`config.mk`:
```
export PLATFORM = sky130hd
export DESIGN_NAME = mmc1_write_sequencer_flat
export DESIGN_NICKNAME = d
export VERILOG_FILES = /design/src/rtl/mmc1_pkg.sv /design/src/rtl/mmc1_write_sequencer_if.sv /design/src/rtl/mmc1_rr_arbiter.sv /design/src/rtl/mmc1_write_sequencer_chk.sv /design/src/rtl/mmc1_write_sequencer.sv /design/src/flat_wrapper.sv
export SDC_FILE = /design/constraint.sdc
export NUM_CORES = 1
export LEC_CHECK = 0
export ABC_AREA = 1
export CAP_MARGIN = 20
export CORE_MARGIN = 4
export CORE_UTILIZATION = 51
export DETAILED_ROUTE_END_ITERATION = 16
export PLACE_DENSITY = 0.89
export SLEW_MARGIN = 30
export SYNTH_ARGS = -nofsm -noshare
export SYNTH_HDL_FRONTEND = slang
export SYNTH_SLANG_ARGS = --single-unit
```
`constraint.sdc`:
```
create_clock -name CLK -period 3.43 [get_ports CLK]
set_input_delay 1.029 -clock CLK [delete_from_list [all_inputs] [get_ports CLK]]
set_output_delay 1.029 -clock CLK [all_outputs]
set_load 0.02 [all_outputs]
```
`src/rtl/mmc1_pkg.sv`:
```
// Shared definitions for the MMC1 serial-load write sequencer: register selects,
// mapper reset constants and the sequencer/bus-phase state encodings.
package mmc1_pkg;

    localparam logic [1:0] MMC1_REG_CTRL = 2'b00;
    localparam logic [1:0] MMC1_REG_CHR0 = 2'b01;
    localparam logic [1:0] MMC1_REG_CHR1 = 2'b10;
    localparam logic [1:0] MMC1_REG_PRG  = 2'b11;

    localparam logic [4:0] MMC1_CTRL_RESET   = 5'b01100;
    localparam logic [4:0] MMC1_PRG_FIX_MASK = 5'b01100;

    typedef enum logic [1:0] {
        SEQ_IDLE = 2'd0,
        SEQ_RSTW = 2'd1,
        SEQ_BITW = 2'd2
    } seq_state_e;

    typedef enum logic [1:0] {
        PH_SETUP   = 2'd0,
        PH_HIGH    = 2'd1,
        PH_HOLD    = 2'd2,
        PH_RECOVER = 2'd3
    } bus_phase_e;

endpackage

```
`src/rtl/mmc1_write_sequencer_if.sv`:
```
// Requester handshakes, cartridge bus drive and shadow mirrors of the MMC1 write sequencer.
// slave = sequencer side, master = requesters / bus observer side.
interface mmc1_write_sequencer_if;

    logic       REQ0;
    logic [1:0] REQ0_SEL;
    logic [4:0] REQ0_DATA;
    logic       REQ0_RST;
    logic       ACK0;
    logic       REQ1;
    logic [1:0] REQ1_SEL;
    logic [4:0] REQ1_DATA;
    logic       REQ1_RST;
    logic       ACK1;
    logic       BUSY;
    logic       BUS_M2;
    logic       BUS_nROMSEL;
    logic       BUS_nRW;
    logic       BUS_A14;
    logic       BUS_A13;
    logic       BUS_D0;
    logic       BUS_D7;
    logic [4:0] SHADOW_CTRL;
    logic [4:0] SHADOW_CHR0;
    logic [4:0] SHADOW_CHR1;
    logic [4:0] SHADOW_PRG;

    modport slave (
        input  REQ0, REQ0_SEL, REQ0_DATA, REQ0_RST,
        input  REQ1, REQ1_SEL, REQ1_DATA, REQ1_RST,
        output ACK0, ACK1, BUSY,
        output BUS_M2, BUS_nROMSEL, BUS_nRW, BUS_A14, BUS_A13, BUS_D0, BUS_D7,
        output SHADOW_CTRL, SHADOW_CHR0, SHADOW_CHR1, SHADOW_PRG
    );

    modport master (
        output REQ0, REQ0_SEL, REQ0_DATA, REQ0_RST,
        output REQ1, REQ1_SEL, REQ1_DATA, REQ1_RST,
        input  ACK0, ACK1, BUSY,
        input  BUS_M2, BUS_nROMSEL, BUS_nRW, BUS_A14, BUS_A13, BUS_D0, BUS_D7,
        input  SHADOW_CTRL, SHADOW_CHR0, SHADOW_CHR1, SHADOW_PRG
    );

endinterface

```
`src/rtl/mmc1_rr_arbiter.sv`:
```
// Two-way round-robin arbiter; the pointer remembers the last winner so a
// simultaneous request goes to the other requester.
module mmc1_rr_arbiter (
    input  logic clk_i,
    input  logic rst_n_i,
    input  logic en_i,
    input  logic req0_i,
    input  logic req1_i,
    output logic gnt_valid_o,
    output logic gnt_idx_o
);

    logic last_q;

    // Grant decision, only while the sequencer is idle.
    always_comb begin
        gnt_valid_o = 1'b0;
        gnt_idx_o   = 1'b0;
        if (en_i) begin
            case ({req1_i, req0_i})
                2'b01: begin
                    gnt_valid_o = 1'b1;
                    gnt_idx_o   = 1'b0;
                end
                2'b10: begin
                    gnt_valid_o = 1'b1;
                    gnt_idx_o   = 1'b1;
                end
                2'b11: begin
                    gnt_valid_o = 1'b1;
                    gnt_idx_o   = ~last_q;
                end
                default: begin
                    gnt_valid_o = 1'b0;
                    gnt_idx_o   = 1'b0;
                end
            endcase
        end else begin
            gnt_valid_o = 1'b0;
            gnt_idx_o   = 1'b0;
        end
    end

    // Last-granted pointer; reset value 1 makes requester 0 win the first tie.
    always_ff @(posedge clk_i or negedge rst_n_i) begin
        if (!rst_n_i) begin
            last_q <= 1'b1;
        end else if (gnt_valid_o) begin
            last_q <= gnt_idx_o;
        end
    end

endmodule

```
`src/rtl/mmc1_write_sequencer_chk.sv`:
```
// Parameter legality checks for the MMC1 write sequencer.
module mmc1_write_sequencer_chk #(
    parameter int M2_HIGH = 3,
    parameter int GAP_CYC = 4
) (
    input logic clk_i
);

    // A write needs at least one M2-high cycle; counters are 4 bits wide.
    always @(posedge clk_i) begin
        assert (M2_HIGH >= 1 && M2_HIGH <= 15);
        assert (GAP_CYC >= 0 && GAP_CYC <= 15);
    end

endmodule

```
`src/rtl/mmc1_write_sequencer.sv`:
```
// MMC1 serial-load write sequencer: arbitrates two requesters and emits an optional
// reset write plus five LSB-first D0 writes. Optional shadow registers: MMC1_SHADOW_EN.
module mmc1_write_sequencer
    import mmc1_pkg::*;
#(
    parameter int M2_HIGH = 3,
    parameter int GAP_CYC = 4
) (
    input logic                   CLK,
    input logic                   nRESET,
    mmc1_write_sequencer_if.slave bus
);

    localparam logic [3:0] M2_HIGH_C = 4'(M2_HIGH);
    localparam logic [3:0] GAP_C     = 4'(GAP_CYC);

    seq_state_e state_q;
    bus_phase_e phase_q;
    logic [3:0] cnt_q;
    logic [2:0] bit_q;
    logic [4:0] sh_q;
    logic       owner_q;
    logic       m2_q, nromsel_q, nrw_q, a14_q, a13_q, d0_q, d7_q;
    logic       busy_q, ack0_q, ack1_q;

    logic       gnt_valid_s, gnt_idx_s, gnt_rst_s, wr_done_s;
    logic [1:0] gnt_sel_s;
    logic [4:0] gnt_data_s;

    mmc1_rr_arbiter u_arb (
        .clk_i       (CLK),
        .rst_n_i     (nRESET),
        .en_i        (state_q == SEQ_IDLE),
        .req0_i      (bus.REQ0),
        .req1_i      (bus.REQ1),
        .gnt_valid_o (gnt_valid_s),
        .gnt_idx_o   (gnt_idx_s)
    );

    mmc1_write_sequencer_chk #(
        .M2_HIGH (M2_HIGH),
        .GAP_CYC (GAP_CYC)
    ) u_chk (
        .clk_i (CLK)
    );

    // Transaction fields of the requester that wins arbitration.
    always_comb begin
        gnt_sel_s  = bus.REQ0_SEL;
        gnt_data_s = bus.REQ0_DATA;
        gnt_rst_s  = bus.REQ0_RST;
        if (gnt_idx_s) begin
            gnt_sel_s  = bus.REQ1_SEL;
            gnt_data_s = bus.REQ1_DATA;
            gnt_rst_s  = bus.REQ1_RST;
        end else begin
            gnt_sel_s  = bus.REQ0_SEL;
            gnt_data_s = bus.REQ0_DATA;
            gnt_rst_s  = bus.REQ0_RST;
        end
    end

    // Last cycle of a bus write: end of RECOVER, or HOLD itself when there is no gap.
    always_comb begin
        wr_done_s = 1'b0;
        case (phase_q)
            PH_HOLD:    wr_done_s = (GAP_C == 4'd0);
            PH_RECOVER: wr_done_s = (cnt_q == GAP_C);
            default:    wr_done_s = 1'b0;
        endcase
    end

    // Sequencer FSM with registered bus drivers and handshakes.
    always_ff @(posedge CLK or negedge nRESET) begin
        if (!nRESET) begin
            state_q   <= SEQ_IDLE;
            phase_q   <= PH_SETUP;
            cnt_q     <= 4'd0;
            bit_q     <= 3'd0;
            sh_q      <= 5'd0;
            owner_q   <= 1'b0;
            m2_q      <= 1'b0;
            nromsel_q <= 1'b1;
            nrw_q     <= 1'b1;
            a14_q     <= 1'b0;
            a13_q     <= 1'b0;
            d0_q      <= 1'b0;
            d7_q      <= 1'b0;
            busy_q    <= 1'b0;
            ack0_q    <= 1'b0;
            ack1_q    <= 1'b0;
        end else begin
            ack0_q <= 1'b0;
            ack1_q <= 1'b0;
            case (state_q)
                SEQ_IDLE: begin
                    if (gnt_valid_s) begin
                        state_q         <= gnt_rst_s ? SEQ_RSTW : SEQ_BITW;
                        phase_q         <= PH_SETUP;
                        bit_q           <= 3'd0;
                        sh_q            <= gnt_data_s;
                        owner_q         <= gnt_idx_s;
                        {a14_q, a13_q}  <= gnt_sel_s;
                        d7_q            <= gnt_rst_s;
                        d0_q            <= gnt_rst_s ? 1'b0 : gnt_data_s[0];
                        busy_q          <= 1'b1;
                    end
                end
                default: begin
                    case (phase_q)
                        PH_SETUP: begin
                            phase_q   <= PH_HIGH;
                            cnt_q     <= 4'd1;
                            m2_q      <= 1'b1;
                            nromsel_q <= 1'b0;
                            nrw_q     <= 1'b0;
                        end
                        PH_HIGH: begin
                            if (cnt_q == M2_HIGH_C) begin
                                phase_q <= PH_HOLD;
                                m2_q    <= 1'b0;
                            end else begin
                                cnt_q <= cnt_q + 4'd1;
                            end
                        end
                        PH_HOLD: begin
                            if (GAP_C != 4'd0) begin
                                phase_q   <= PH_RECOVER;
                                cnt_q     <= 4'd1;
                                nromsel_q <= 1'b1;
                                nrw_q     <= 1'b1;
                            end
                        end
                        PH_RECOVER: begin
                            if (cnt_q != GAP_C) begin
                                cnt_q <= cnt_q + 4'd1;
                            end
                        end
                        default: phase_q <= PH_SETUP;
                    endcase
                    // Overrides the phase step above when this write is complete.
                    if (wr_done_s) begin
                        phase_q   <= PH_SETUP;
                        m2_q      <= 1'b0;
                        nromsel_q <= 1'b1;
                        nrw_q     <= 1'b1;
                        if (state_q == SEQ_RSTW) begin
                            state_q <= SEQ_BITW;
                            bit_q   <= 3'd0;
                            d7_q    <= 1'b0;
                            d0_q    <= sh_q[0];
                        end else if (bit_q != 3'd4) begin
                            bit_q <= bit_q + 3'd1;
                            d0_q  <= sh_q[1];
                            sh_q  <= {1'b0, sh_q[4:1]};
                        end else begin
                            state_q <= SEQ_IDLE;
                            busy_q  <= 1'b0;
                            a14_q   <= 1'b0;
                            a13_q   <= 1'b0;
                            d0_q    <= 1'b0;
                            d7_q    <= 1'b0;
                            ack0_q  <= ~owner_q;
                            ack1_q  <= owner_q;
                        end
                    end
                end
            endcase
        end
    end

    assign bus.ACK0        = ack0_q;
    assign bus.ACK1        = ack1_q;
    assign bus.BUSY        = busy_q;
    assign bus.BUS_M2      = m2_q;
    assign bus.BUS_nROMSEL = nromsel_q;
    assign bus.BUS_nRW     = nrw_q;
    assign bus.BUS_A14     = a14_q;
    assign bus.BUS_A13     = a13_q;
    assign bus.BUS_D0      = d0_q;
    assign bus.BUS_D7      = d7_q;

`ifdef MMC1_SHADOW_EN
    logic [4:0] data_q;
    logic [4:0] sh_ctrl_q, sh_chr0_q, sh_chr1_q, sh_prg_q;

    // Full register value kept for the shadow, since sh_q is consumed bit by bit.
    always_ff @(posedge CLK or negedge nRESET) begin
        if (!nRESET) begin
            data_q <= 5'd0;
        end else if (gnt_valid_s) begin
            data_q <= gnt_data_s;
        end
    end

    // Mirror of mapper state, committed at the HOLD (M2 falling) cycle.
    always_ff @(posedge CLK or negedge nRESET) begin
        if (!nRESET) begin
            sh_ctrl_q <= MMC1_CTRL_RESET;
            sh_chr0_q <= 5'd0;
            sh_chr1_q <= 5'd0;
            sh_prg_q  <= 5'd0;
        end else if (phase_q == PH_HOLD && state_q == SEQ_RSTW) begin
            sh_ctrl_q <= sh_ctrl_q | MMC1_PRG_FIX_MASK;
        end else if (phase_q == PH_HOLD && state_q == SEQ_BITW && bit_q == 3'd4) begin
            case ({a14_q, a13_q})
                MMC1_REG_CTRL: sh_ctrl_q <= data_q;
                MMC1_REG_CHR0: sh_chr0_q <= data_q;
                MMC1_REG_CHR1: sh_chr1_q <= data_q;
                MMC1_REG_PRG:  sh_prg_q  <= data_q;
                default:       sh_prg_q  <= sh_prg_q;
            endcase
        end
    end

    assign bus.SHADOW_CTRL = sh_ctrl_q;
    assign bus.SHADOW_CHR0 = sh_chr0_q;
    assign bus.SHADOW_CHR1 = sh_chr1_q;
    assign bus.SHADOW_PRG  = sh_prg_q;
`else
    assign bus.SHADOW_CTRL = 5'd0;
    assign bus.SHADOW_CHR0 = 5'd0;
    assign bus.SHADOW_CHR1 = 5'd0;
    assign bus.SHADOW_PRG  = 5'd0;
`endif

endmodule

```
`src/flat_wrapper.sv`:
```
// flat-port wrapper written by rule: the top's interface ports become plain ports
module mmc1_write_sequencer_flat import mmc1_pkg::*;
#(
    parameter int M2_HIGH = 3,
    parameter int GAP_CYC = 4
)
  (CLK, nRESET, bus_REQ0, bus_REQ0_SEL, bus_REQ0_DATA, bus_REQ0_RST, bus_REQ1, bus_REQ1_SEL, bus_REQ1_DATA, bus_REQ1_RST, bus_ACK0, bus_ACK1, bus_BUSY, bus_BUS_M2, bus_BUS_nROMSEL, bus_BUS_nRW, bus_BUS_A14, bus_BUS_A13, bus_BUS_D0, bus_BUS_D7, bus_SHADOW_CTRL, bus_SHADOW_CHR0, bus_SHADOW_CHR1, bus_SHADOW_PRG);
  mmc1_write_sequencer_if bus_i ();
  input logic CLK;
  input logic nRESET;
  input wire logic [$bits(bus_i.REQ0)-1:0] bus_REQ0;
  input wire logic [$bits(bus_i.REQ0_SEL)-1:0] bus_REQ0_SEL;
  input wire logic [$bits(bus_i.REQ0_DATA)-1:0] bus_REQ0_DATA;
  input wire logic [$bits(bus_i.REQ0_RST)-1:0] bus_REQ0_RST;
  input wire logic [$bits(bus_i.REQ1)-1:0] bus_REQ1;
  input wire logic [$bits(bus_i.REQ1_SEL)-1:0] bus_REQ1_SEL;
  input wire logic [$bits(bus_i.REQ1_DATA)-1:0] bus_REQ1_DATA;
  input wire logic [$bits(bus_i.REQ1_RST)-1:0] bus_REQ1_RST;
  output wire logic [$bits(bus_i.ACK0)-1:0] bus_ACK0;
  output wire logic [$bits(bus_i.ACK1)-1:0] bus_ACK1;
  output wire logic [$bits(bus_i.BUSY)-1:0] bus_BUSY;
  output wire logic [$bits(bus_i.BUS_M2)-1:0] bus_BUS_M2;
  output wire logic [$bits(bus_i.BUS_nROMSEL)-1:0] bus_BUS_nROMSEL;
  output wire logic [$bits(bus_i.BUS_nRW)-1:0] bus_BUS_nRW;
  output wire logic [$bits(bus_i.BUS_A14)-1:0] bus_BUS_A14;
  output wire logic [$bits(bus_i.BUS_A13)-1:0] bus_BUS_A13;
  output wire logic [$bits(bus_i.BUS_D0)-1:0] bus_BUS_D0;
  output wire logic [$bits(bus_i.BUS_D7)-1:0] bus_BUS_D7;
  output wire logic [$bits(bus_i.SHADOW_CTRL)-1:0] bus_SHADOW_CTRL;
  output wire logic [$bits(bus_i.SHADOW_CHR0)-1:0] bus_SHADOW_CHR0;
  output wire logic [$bits(bus_i.SHADOW_CHR1)-1:0] bus_SHADOW_CHR1;
  output wire logic [$bits(bus_i.SHADOW_PRG)-1:0] bus_SHADOW_PRG;
  assign bus_i.REQ0 = bus_REQ0;
  assign bus_i.REQ0_SEL = bus_REQ0_SEL;
  assign bus_i.REQ0_DATA = bus_REQ0_DATA;
  assign bus_i.REQ0_RST = bus_REQ0_RST;
  assign bus_i.REQ1 = bus_REQ1;
  assign bus_i.REQ1_SEL = bus_REQ1_SEL;
  assign bus_i.REQ1_DATA = bus_REQ1_DATA;
  assign bus_i.REQ1_RST = bus_REQ1_RST;
  assign bus_ACK0 = bus_i.ACK0;
  assign bus_ACK1 = bus_i.ACK1;
  assign bus_BUSY = bus_i.BUSY;
  assign bus_BUS_M2 = bus_i.BUS_M2;
  assign bus_BUS_nROMSEL = bus_i.BUS_nROMSEL;
  assign bus_BUS_nRW = bus_i.BUS_nRW;
  assign bus_BUS_A14 = bus_i.BUS_A14;
  assign bus_BUS_A13 = bus_i.BUS_A13;
  assign bus_BUS_D0 = bus_i.BUS_D0;
  assign bus_BUS_D7 = bus_i.BUS_D7;
  assign bus_SHADOW_CTRL = bus_i.SHADOW_CTRL;
  assign bus_SHADOW_CHR0 = bus_i.SHADOW_CHR0;
  assign bus_SHADOW_CHR1 = bus_i.SHADOW_CHR1;
  assign bus_SHADOW_PRG = bus_i.SHADOW_PRG;
  mmc1_write_sequencer #(.M2_HIGH(M2_HIGH), .GAP_CYC(GAP_CYC)) u_core (.CLK(CLK), .nRESET(nRESET), .bus(bus_i));
endmodule
```
==> reports/metrics.yaml, run 1 <==
yosysTopAreaCell: "dfrtp_1"
rows: 20
final_cell_mix: "nand2_1, clkdlybuf4s50_1, inv_1, o21ai_0, dfrtp_1"
hold_viol_final: 0
seq_area_um2: 653
vias_per_cell: 4.73
dp_hpwl_um: 2580
critPathSlowestCell: "clkdlybuf4s50_1"
powerDensity_nw_per_um2: 778
synth_xor_area_frac: 0.0105
startpoint_type: "register"
cts.repair.resized: 0
grt_max_degree: 27
core_um2: 3080
fillers: 296
synth_area_um2: 1670
insertion_delay_ps: 330
cp.required_ps: 2400
synthSimpleGateAreaFrac: 0.246
peakVddDrop_v: 0.000406
crit_type: "reg2out"
post_cts.repair.setup_buffers: 0
synth_area_leaders: "dfrtp_1, nand2_1, buf_4"
grt.total_usage: 0.160
design_area_um2: 1970
synth_top_area_frac: 0.361
synth_mux_area_frac: 0
area_growth_pct: 18.5
ctsHtreeMaxLevel: 1
final.setup.tns_ps: 0
place_area_um2: 1920
multi_input_area_um2: 806
synthAdderAreaFrac: 0.0676
skew_ps: 10.3
final_nets: 272
p_leak_nw: 0.986
layout.cells.most_common: "nand2_1"
worstPathArrival_ps: 1480
avgSynthCellArea_um2: 7.89
cp-end-kind: "output pin"
cts-root-buf: "clkbuf_4"
grt_pass1_vias: 1265
grt_pass1_wl_um: 5360
min_period_ps: 2510
ys_seq_area_frac: 0.392
cts_inserted_buffers: 3
die-area_um2: 4240
clk_pin_slew_ps: 150
drtPass1Iterations: 4
ctsHoldBuffers: 0
ios: 50
die_x_um: 65.1
overflow: 0
critPathTopFamily: "buffers and inverters"
drt_iter0_drc: 59
cts_tree: "done"
antenna_left: 0
fin_util: 0.641
cap_violations: 0
rsz0062_at_grt: "false"
crit_fanout: 3
clkSinkCount: 26
drt_wl_total_um: 3200
num_vias: 1352
start_util: 0.541
drv_slew: 0
synth_cell_type_count: 26
power_mw: 1.53
cpPeakStageDelay_ps: 600
synth-compound-area-share: 0.115
clock.fmax_mhz: 398
synth_top_family_by_area: "simple AND/OR/NAND/NOR gates"
setup_viol: 0
cts.path.max_buffers: 2
fp.dieH_um: 65.1
yosys_warnings: 0
crit_chain: "clkdlybuf4s50_1"
netlist_instances: 211
cp.buffers_inverters: 1
drc: 0
synth-seq-cells: 26
period_share: 0.732
gp_congestion: 0.842
io_buffers: 29
antennaDiodeCount: 0
wire_per_inst_um: 11.2
hp-class: "reg2reg"
outcome: "complete, no violations"
grt_antenna_before_repair: 0
layout-drive-gt1-share: 0.0992
-- synthesized netlist by cell type --
| library cell | n |
|---|---|
| buf_6 | 1 |
| o21ai_1 | 2 |
| o211ai_1 | 1 |
| nand4_4 | 1 |
| dfrtp_1 | 24 |
| buf_4 | 21 |
| nand2_2 | 3 |
| a21oi_1 | 6 |
| o21ai_0 | 24 |
| dfstp_2 | 2 |
| nor2_4 | 1 |
| nand2_1 | 45 |
| ha_1 | 9 |
| or2_2 | 2 |
| conb_1 | 1 |
| o21ai_2 | 2 |
| o22ai_1 | 1 |
| nor2_2 | 1 |
| nand3_1 | 13 |
| nor3_1 | 2 |
| inv_1 | 25 |
| nand4_1 | 2 |
| inv_2 | 4 |
| xor2_1 | 2 |
| nor2_1 | 13 |
| nand2_4 | 3 |
-- worst paths after layout --
kind	start	to	slack (ps)	cells after the start
min reg2reg	u_core.owner_q$_DFFE_PN0P_	u_core.bus.ACK0$_DFF_PN0_	440	1
min	u_core.owner_q$_DFFE_PN0P_	u_core.bus.ACK0$_DFF_PN0_	440	1
max in group asynchronous	nRESET	u_core.bus.BUS_nROMSEL$_DFFE_PN1P_	2080	2
max	u_core.bus.BUS_nROMSEL$_DFFE_PN1P_	bus_BUS_nRW	920	1
max reg2reg	u_core.state_q[1]$_DFFE_PN0P_	u_core.phase_q[1]$_DFFE_PN0P_	1880	6
min in group asynchronous	nRESET	u_core.sh_q[1]$_DFFE_PN0P_	1050	2
-- area by class of cell --
cell class	instances	area share
Clock buffer	3	0.0114
Clock inverter	1	0.0152
Inverter	29	0.0552
Multi-Input combinational cell	153	0.408
Sequential cell	26	0.331
Tap cell	44	0.0279
Timing Repair Buffer	30	0.151
-- stage by stage --
step / hold slack [ps] / instances / worst slack, ps
6_report: 444 / 286 / 919
5_1_grt: 455 / 286 / 859
4_1_cts: 442 / 286 / 905
3_5_place_dp: 421 / 282 / 992
3_3_place_gp: 417 / 282 / 1020
2_1_floorplan: 410 / 230 / 1670
-- flip-flops by register name (all words and copies together) (netlist names) --
name / flops
u_core.sh_q: 5
u_core.cnt_q: 4
u_core.bit_q: 3
u_core.phase_q: 2
u_core.state_q: 2
u_core.bus.ACK0: 1
u_core.bus.ACK1: 1
u_core.bus.BUSY: 1
u_core.bus.BUS_A13: 1
u_core.bus.BUS_A14: 1
u_core.bus.BUS_D0: 1
u_core.bus.BUS_M2: 1
u_core.bus.BUS_nROMSEL: 1
u_core.owner_q: 1
u_core.u_arb.last_q: 1
-- power by group --
| part | internal [mW] | switching [mW] |
|---|---|---|
| combinational | 0.300 | 0.482 |
| clock | 0.118 | 0.0931 |
| sequential | 0.442 | 0.0984 |
| total | 0.860 | 0.674 |
-- kinds of logic (layout without fill, tap and decap cells) --
kind of cell | Yosys count | after routing
buffers and inverters | 51 | 63
AO/OA/AOI/OAI | 36 | 36
flip-flops | 26 | 26
XOR/XNOR | 2 | 2
adder cells (fa/ha/maj) | 9 | 9
other | 1 | 20
AND/OR/NAND/NOR | 86 | 86
-- worst register-to-register path, delay by kind of cell, from the launching register on --
family          cells  cell delay, ps
simple gates        5             850
compound gates      1              80
flops               1             500
-- per-layer routing --
layer | global-route usage | share of wire | up-vias
met3 | 0.0308 | 0.081 | 6
li1 | - | - | 690
met5 | 0 | 0 | -
met2 | 0.264 | 0.45 | 61
met4 | 0.0622 | 0.013 | 0
met1 | 0.208 | 0.46 | 595
Power figures use the tool's default switching activity.
==> run 2: changes to the inputs <==
CORE_UTILIZATION = 42   (was 51)
PLACE_DENSITY = 0.78   (was 0.89)
clock period = 2 ns   (was 3.43 ns; I/O delays follow)
==> reports/metrics.yaml, run 2 (synthesized netlist as in run 1, its figures left out) <==
worstPathArrival_ps: 1350  # -130 ps
reg2reg_depth: 7  # +1
final_cell_mix: "nand2_1, clkdlybuf4s50_1, inv_1, o21ai_0, dfrtp_1"
largest_reg_flops: 5  # unchanged
antenna_left: 0  # unchanged
setup_viol: 0  # unchanged
drt_wl_total_um: 3270  # +2.3%
overflow: 0  # unchanged
die_x_um: 71.0  # +8.9%
p_leak_nw: 0.995  # +0.95%
drc: 0  # unchanged
rows: 22  # +10%
hold_viol_final: 0  # unchanged
switching_power_mw: 1.16  # +72%
hold-path-cell-count: 1  # unchanged
gp_congestion: 0.836  # -0.62%
fillers: 371  # +25%
drv_slew: 0  # unchanged
crit_type: "reg2out"
num_vias: 1353  # +0.074%
design_area_um2: 1990  # +0.63%
clk_pin_slew_ps: 90  # -60 ps
fp.dieH_um: 71.0  # +8.9%
grt-busiest-layer: "met2"
dp_hpwl_um: 2590  # +0.28%
cp-end-kind: "output pin"
layout-drive-gt1-share: 0.103  # +0.00371
drtPass1Iterations: 4  # unchanged
clkSinkCount: 26  # unchanged
grt_max_degree: 27  # unchanged
outcome: "complete, no violations"
grt_use_met3: 0.0241  # -0.00662
powerDensity_nw_per_um2: 1310  # +69%
ios: 50  # unchanged
start_util: 0.445  # -0.0962
rrSetupSlack_ps: 440  # -1440 ps
antennaDiodeCount: 0  # unchanged
top_register: "u_core.sh_q"
cp.required_ps: 1400  # -1000 ps
area_growth_pct: 19.2
clock.fmax_mhz: 514
use_met1: 0.166  # -0.0423
reg_top3: "u_core.sh_q (5), u_core.cnt_q (4), u_core.bit_q (3)"
reg2reg_to: "u_core.phase_q[1]$_DFFE_PN0P_"
met2_usage: 0.218  # -0.0460
skew_ps: 5.53  # -4.77 ps
worstHoldEndpoint: "u_core.bus.ACK0$_DFF_PN0_"
ctsHoldBuffers: 0  # unchanged
cpPeakStageDelay_ps: 630  # +30 ps
insertion_delay_ps: 270  # -60 ps
crit_fanout: 4  # +1
grt_antenna_before_repair: 0  # unchanged
crit_chain: "clkdlybuf4s50_1"
peakVddDrop_v: 0.000485  # +19%
final.setup.tns_ps: 0  # unchanged
layout.cells.most_common: "nand2_1"
grt.total_usage: 0.131  # -0.0291
die-area_um2: 5040  # +19%
cap_violations: 0  # unchanged
power_frac_seq: 0.357  # +0.005
holdCritStartpoint: "u_core.owner_q$_DFFE_PN0P_"
io_buffers: 29  # unchanged
final_nets: 273  # +0.37%
startpoint_type: "register"
wire_per_inst_um: 11.2  # +0.53%
cp.buffers_inverters: 1  # unchanged
grt_pass1_wl_um: 5310  # -0.90%
vias_per_cell: 4.65  # -1.6%
p_int_mw: 1.44  # +68%
hp-class: "reg2reg"
rsz0062_at_grt: "false"
cts-root-buf: "clkbuf_8"
critPathSlowestCell: "clkdlybuf4s50_1"
critPathTopFamily: "buffers and inverters"
cts.path.max_buffers: 2  # unchanged
core_um2: 3740  # +22%
reg2reg_from: "u_core.phase_q[0]$_DFFE_PN0P_"
place_area_um2: 1930  # +0.65%
min_period_ps: 1950
p_comb_frac: 0.513  # +0.003
ctsHtreeMaxLevel: 1  # unchanged
grt_pass1_vias: 1231  # -2.7%
clkPwrFrac: 0.130  # -0.008
period_share: 0.973
cts_tree: "done"
drt_iter0_drc: 69  # +17%
netSwitchingFraction: 0.446  # +0.00645
cts_inserted_buffers: 3  # unchanged
[run 2: changes by cell type in the layout (fill, tap and decap cells not counted), sizes merged]
cell / delta
clkdlybuf4s50: -2
dlygate4sd2: +2
buf: +1
bufinv: -1
clkbuf: +1
[run 2: worst max path at each step]
| stage | start | endpoint | slack (ps) | cells after the start |
|---|---|---|---|---|
| finish | u_core.state_q[0]$_DFFE_PN0P_ | bus_BUS_D7 | 50 | 1 |
| global route | u_core.state_q[0]$_DFFE_PN0P_ | bus_BUS_D7 | 7 | 1 |
| CTS | u_core.state_q[0]$_DFFE_PN0P_ | bus_BUS_D7 | 40 | 1 |
| detailed placement | bus_REQ0 | u_core.sh_q[2]$_DFFE_PN0P_ | 30 | 6 |
| global placement | bus_REQ0 | u_core.sh_q[2]$_DFFE_PN0P_ | 70 | 6 |
| floorplan | u_core.phase_q[0]$_DFFE_PN0P_ | u_core.phase_q[1]$_DFFE_PN0P_ | 570 | 7 |
[run 2: timing repair]
item,CTS,global route
hold endpoints to repair,0,0
endpoints found under the setup margin,2,0
setup buffers,0,0
resized for setup,2,0
[run 2: final cells by class]
class                           count  area, µm²  share of cell area
Inverter                           29        109              0.0548
Clock buffer                        4       55.1              0.0277
Multi-Input combinational cell    153        806               0.406
Sequential cell                    26        653               0.329
Timing Repair Buffer               31        303               0.152
Tap cell                           48       60.1              0.0302
[run 2: power by group through the flow]
stage	logic, mW	clock network, mW	registers [mW]
2_1_floorplan	0.924	0	0.984
3_3_place_gp	1.31	0	0.930
3_5_place_dp	1.35	0	0.938
4_1_cts	1.35	0.351	0.929
5_1_grt	1.52	0.375	0.957
6_report	1.34	0.340	0.930
[run 2: metal layers]
layer	wire length, µm	vias up	share of wire
met5	0	-	0
met4	58	0	0.018
met3	186	5	0.057
met2	1530	39	0.47
met1	1500	617	0.46
li1	-	692	-
[run 2: metrics by stage]
stage	utilization	total power, mW	hold slack, ps	setup slack [ps]	std cells
6_report	0.530	2.60	456	53.8	291
5_1_grt	0.530	2.85	487	7.23	291
4_1_cts	0.530	2.63	454	40.7	291
3_5_place_dp	0.516	2.29	426	30.8	287
3_3_place_gp	0.516	2.24	418	70.2	287
2_1_floorplan	-	1.91	304	572	230
==> run 3: changes to the inputs <==
CORE_UTILIZATION = 43   (was 42)
MAX_ROUTING_LAYER = met4   (was default)
PLACE_DENSITY = 0.79   (was 0.78)
SYNTH_HIERARCHICAL = 1   (was default)
==> reports/metrics.yaml, run 3 <==
outcome: "complete, no violations"
drc: 0  # unchanged
place_inst: 309  # +7.7%
final.setup.tns_ps: 0  # unchanged
reg2reg_from: "u_core/state_q[0]$_DFFE_PN0P_"
fp.dieH_um: 71.6  # +0.92%
dr.max_layer_used: "met4"
cts.path.max_buffers: 2  # unchanged
async_flop_share: 1.00  # unchanged
yosys_warnings: 6  # +6
start_util: 0.458  # +0.0133
synth.most_common_cell: "nand2_1"
final_nets: 294  # +7.7%
final_cell_mix: "nand2_1, clkdlybuf4s50_1, dfrtp_1, o21ai_0"
cp.buffers_inverters: 1  # unchanged
synth-seq-cells: 26  # unchanged
pre_cts_ws_ps: -88.1  # -119 ps
cp.required_ps: 1400  # about the same
antenna_left: 0  # unchanged
synthFlopType: "dfrtp_1"
cp-end-kind: "output pin"
multi_input_area_um2: 901  # +12%
layout.cells.most_common: "nand2_1"
cap_violations: 0  # unchanged
rows: 22  # unchanged
grt_pass1_wl_um: 6180  # +16%
setup_ws_ps: 137  # +83.1 ps
insertion_delay_ps: 270  # about the same
clk_pin_slew_ps: 90  # about the same
skew_ps: 1.93  # -3.60 ps
io_buffers: 29  # unchanged
min_period_ps: 1860  # -83.1 ps
drt_wl_total_um: 3550  # +8.7%
power_frac_seq: 0.313  # -0.044
setup_viol: 0  # unchanged
synth_area_um2: 1740  # +4.5%
crit_type: "reg2out"
drv_slew: 0  # unchanged
grt_pass1_vias: 1407  # +14%
clkSinkCount: 26  # unchanged
path_depth: 1  # unchanged
yosysTopAreaCell: "dfrtp_1"
crit_start: "u_core/bus.BUS_D0$_DFFE_PN0P_"
hold_viol_final: 0  # unchanged
cts-root-buf: "clkbuf_8"
synth_area_leaders: "dfrtp_1, nand2_1, buf_4"
wire_per_inst_um: 11.4  # +1.0%
grt_max_degree: 27  # unchanged
gp_congestion: 0.877  # +4.8%
crit_chain: "clkdlybuf4s50_1"
die_x_um: 71.6  # +0.92%
synth_edf_count: 0  # unchanged
drtPass1Iterations: 4  # unchanged
critPathSlowestCell: "clkdlybuf4s50_1"
reg_top3: "u_core/sh_q (5), u_core/cnt_q (4), u_core/bit_q (3)"
synth_cell_type_count: 24  # -7.7%
peakVddDrop_v: 0.000735  # +52%
num_vias: 1496  # +11%
ys_seq_area_frac: 0.375  # -0.0169
synth_top_area_frac: 0.345  # -0.0156
cpPeakStageDelay_ps: 610  # -20 ps
ctsHtreeMaxLevel: 1  # unchanged
p_leak_nw: 1.05  # +5.9%
rrSetupSlack_ps: 250  # -190 ps
p_comb_frac: 0.569  # +0.056
worstSetupEndpoint: "bus_BUS_D0"
grt_antenna_before_repair: 0  # unchanged
synth_commonest_cells: "nand2_1, dfrtp_1, buf_4, o21ai_0, inv_1"
clock.fmax_mhz: 537  # +4.5%
critPathTopFamily: "buffers and inverters"
switching_power_mw: 1.35  # +16%
vias_per_cell: 4.78  # +2.8%
seq_area_um2: 653  # unchanged
instances_no_fill: 313  # +7.6%
avgSynthCellArea_um2: 7.50  # -5.0%
hp-class: "reg2reg"
powerDensity_nw_per_um2: 1380  # +4.9%
netSwitchingFraction: 0.471  # +0.0258
netlist_instances: 232  # +10%
rsz0062_at_grt: "false"
crit_fanout: 2  # -2
cts_inserted_buffers: 3  # unchanged
post_cts.repair.setup_buffers: 0  # unchanged
reg2reg_depth: 7  # unchanged
area_growth_pct: 19.5
met2_length_um: 1730  # +13%
dp_hpwl_um: 2780  # +7.4%
grt.total_usage: 0.152  # +0.0214
largest_reg_flops: 5  # unchanged
clkPwrFrac: 0.118  # -0.012
antennaDiodeCount: 0  # unchanged
drt_iter0_drc: 93  # +35%
fillers: 358  # -3.5%
top_register: "u_core/sh_q"
p_int_mw: 1.51  # +4.8%
wl_met3_um: 208  # +12%
layout-drive-gt1-share: 0.102  # -0.000994
startpoint_type: "register"
core_um2: 3800  # +1.5%
period_share: 0.932  # -0.0415
worstPathArrival_ps: 1260  # -90 ps
ios: 50  # unchanged
cts_tree: "done"
reg2reg_to: "u_core/bus.BUS_D0$_DFFE_PN0P_"
die-area_um2: 5130  # +1.8%
overflow: 0  # unchanged
wl_met1_um: 1540  # +3.0%
==> run 3: cell types whose count changed in the layout (fill, tap and decap cells not counted), moves of 3 or more <==
cell,delta
nand2_1,+24
inv_1,-5
nand3_1,+4
nor2_1,+4
buf_4,+3
nand2_2,-3
nor2_2,+3
==> run 3: worst min path at each step <==
stage	depth (start not counted)	startpoint	end
after floorplan	0	nRESET	u_core/bit_q[0]$_DFFE_PN0P_
after global placement	2	u_core/sh_q[1]$_DFFE_PN0P_	u_core/sh_q[1]$_DFFE_PN0P_
after detailed placement	2	u_core/sh_q[1]$_DFFE_PN0P_	u_core/sh_q[1]$_DFFE_PN0P_
after CTS	2	u_core/sh_q[1]$_DFFE_PN0P_	u_core/sh_q[1]$_DFFE_PN0P_
after global routing	1	u_core/owner_q$_DFFE_PN0P_	u_core/bus.ACK0$_DFF_PN0_
final	2	u_core/sh_q[1]$_DFFE_PN0P_	u_core/sh_q[1]$_DFFE_PN0P_
==> run 3: timing repair <==
item                       in CTS  in global routing
hold buffers                    0                  0
setup endpoints to repair       2                  1
gates cloned                    0                  0
resized for setup               2                  1
==> run 3: power groups by stage <==
stage          sequential (mW)  clock, mW  combinational (mW)
6_report                 0.896      0.338                1.63
5_1_grt                  0.934      0.375                1.87
4_1_cts                  0.899      0.348                1.63
3_5_place_dp             0.906          0                1.63
3_3_place_gp             0.902          0                1.59
2_1_floorplan            0.953          0                1.14
==> run 3: cell type report <==
type | count | area share
clock buffer | 4 | 0.0265
inverter | 22 | 0.0397
multi-input combinational | 179 | 0.433
sequential | 26 | 0.314
tap | 48 | 0.0289
timing repair buffer | 34 | 0.158
==> run 3: cell families after synthesis <==
| kind of cell | Yosys count | share of synthesized area |
|---|---|---|
| XOR/XNOR | 2 | 0.0101 |
| buffers and inverters | 46 | 0.148 |
| AO/OA/AOI/OAI | 29 | 0.0927 |
| adder cells (fa/ha/maj) | 8 | 0.0575 |
| AND/OR/NAND/NOR | 120 | 0.314 |
| flip-flops | 26 | 0.375 |
| other | 1 | 0.00215 |
==> run 3: through the flow <==
stage                     hold WS (ps)  power (mW)   util  cell area [µm²]
after global routing               512        3.17  0.547             2080
after CTS                          481        2.88  0.547             2080
final                              476        2.86  0.547             2080
after global placement             459        2.49  0.533             2020
after floorplan                    304        2.09      -             1810
after detailed placement           459        2.54  0.533             2020
==> run 3: routing by layer <==
metal  track usage  vias up
met1         0.184      676
met2         0.257       48
met5             -        -
met3        0.0196        6
li1              -      766
met4        0.0605        0
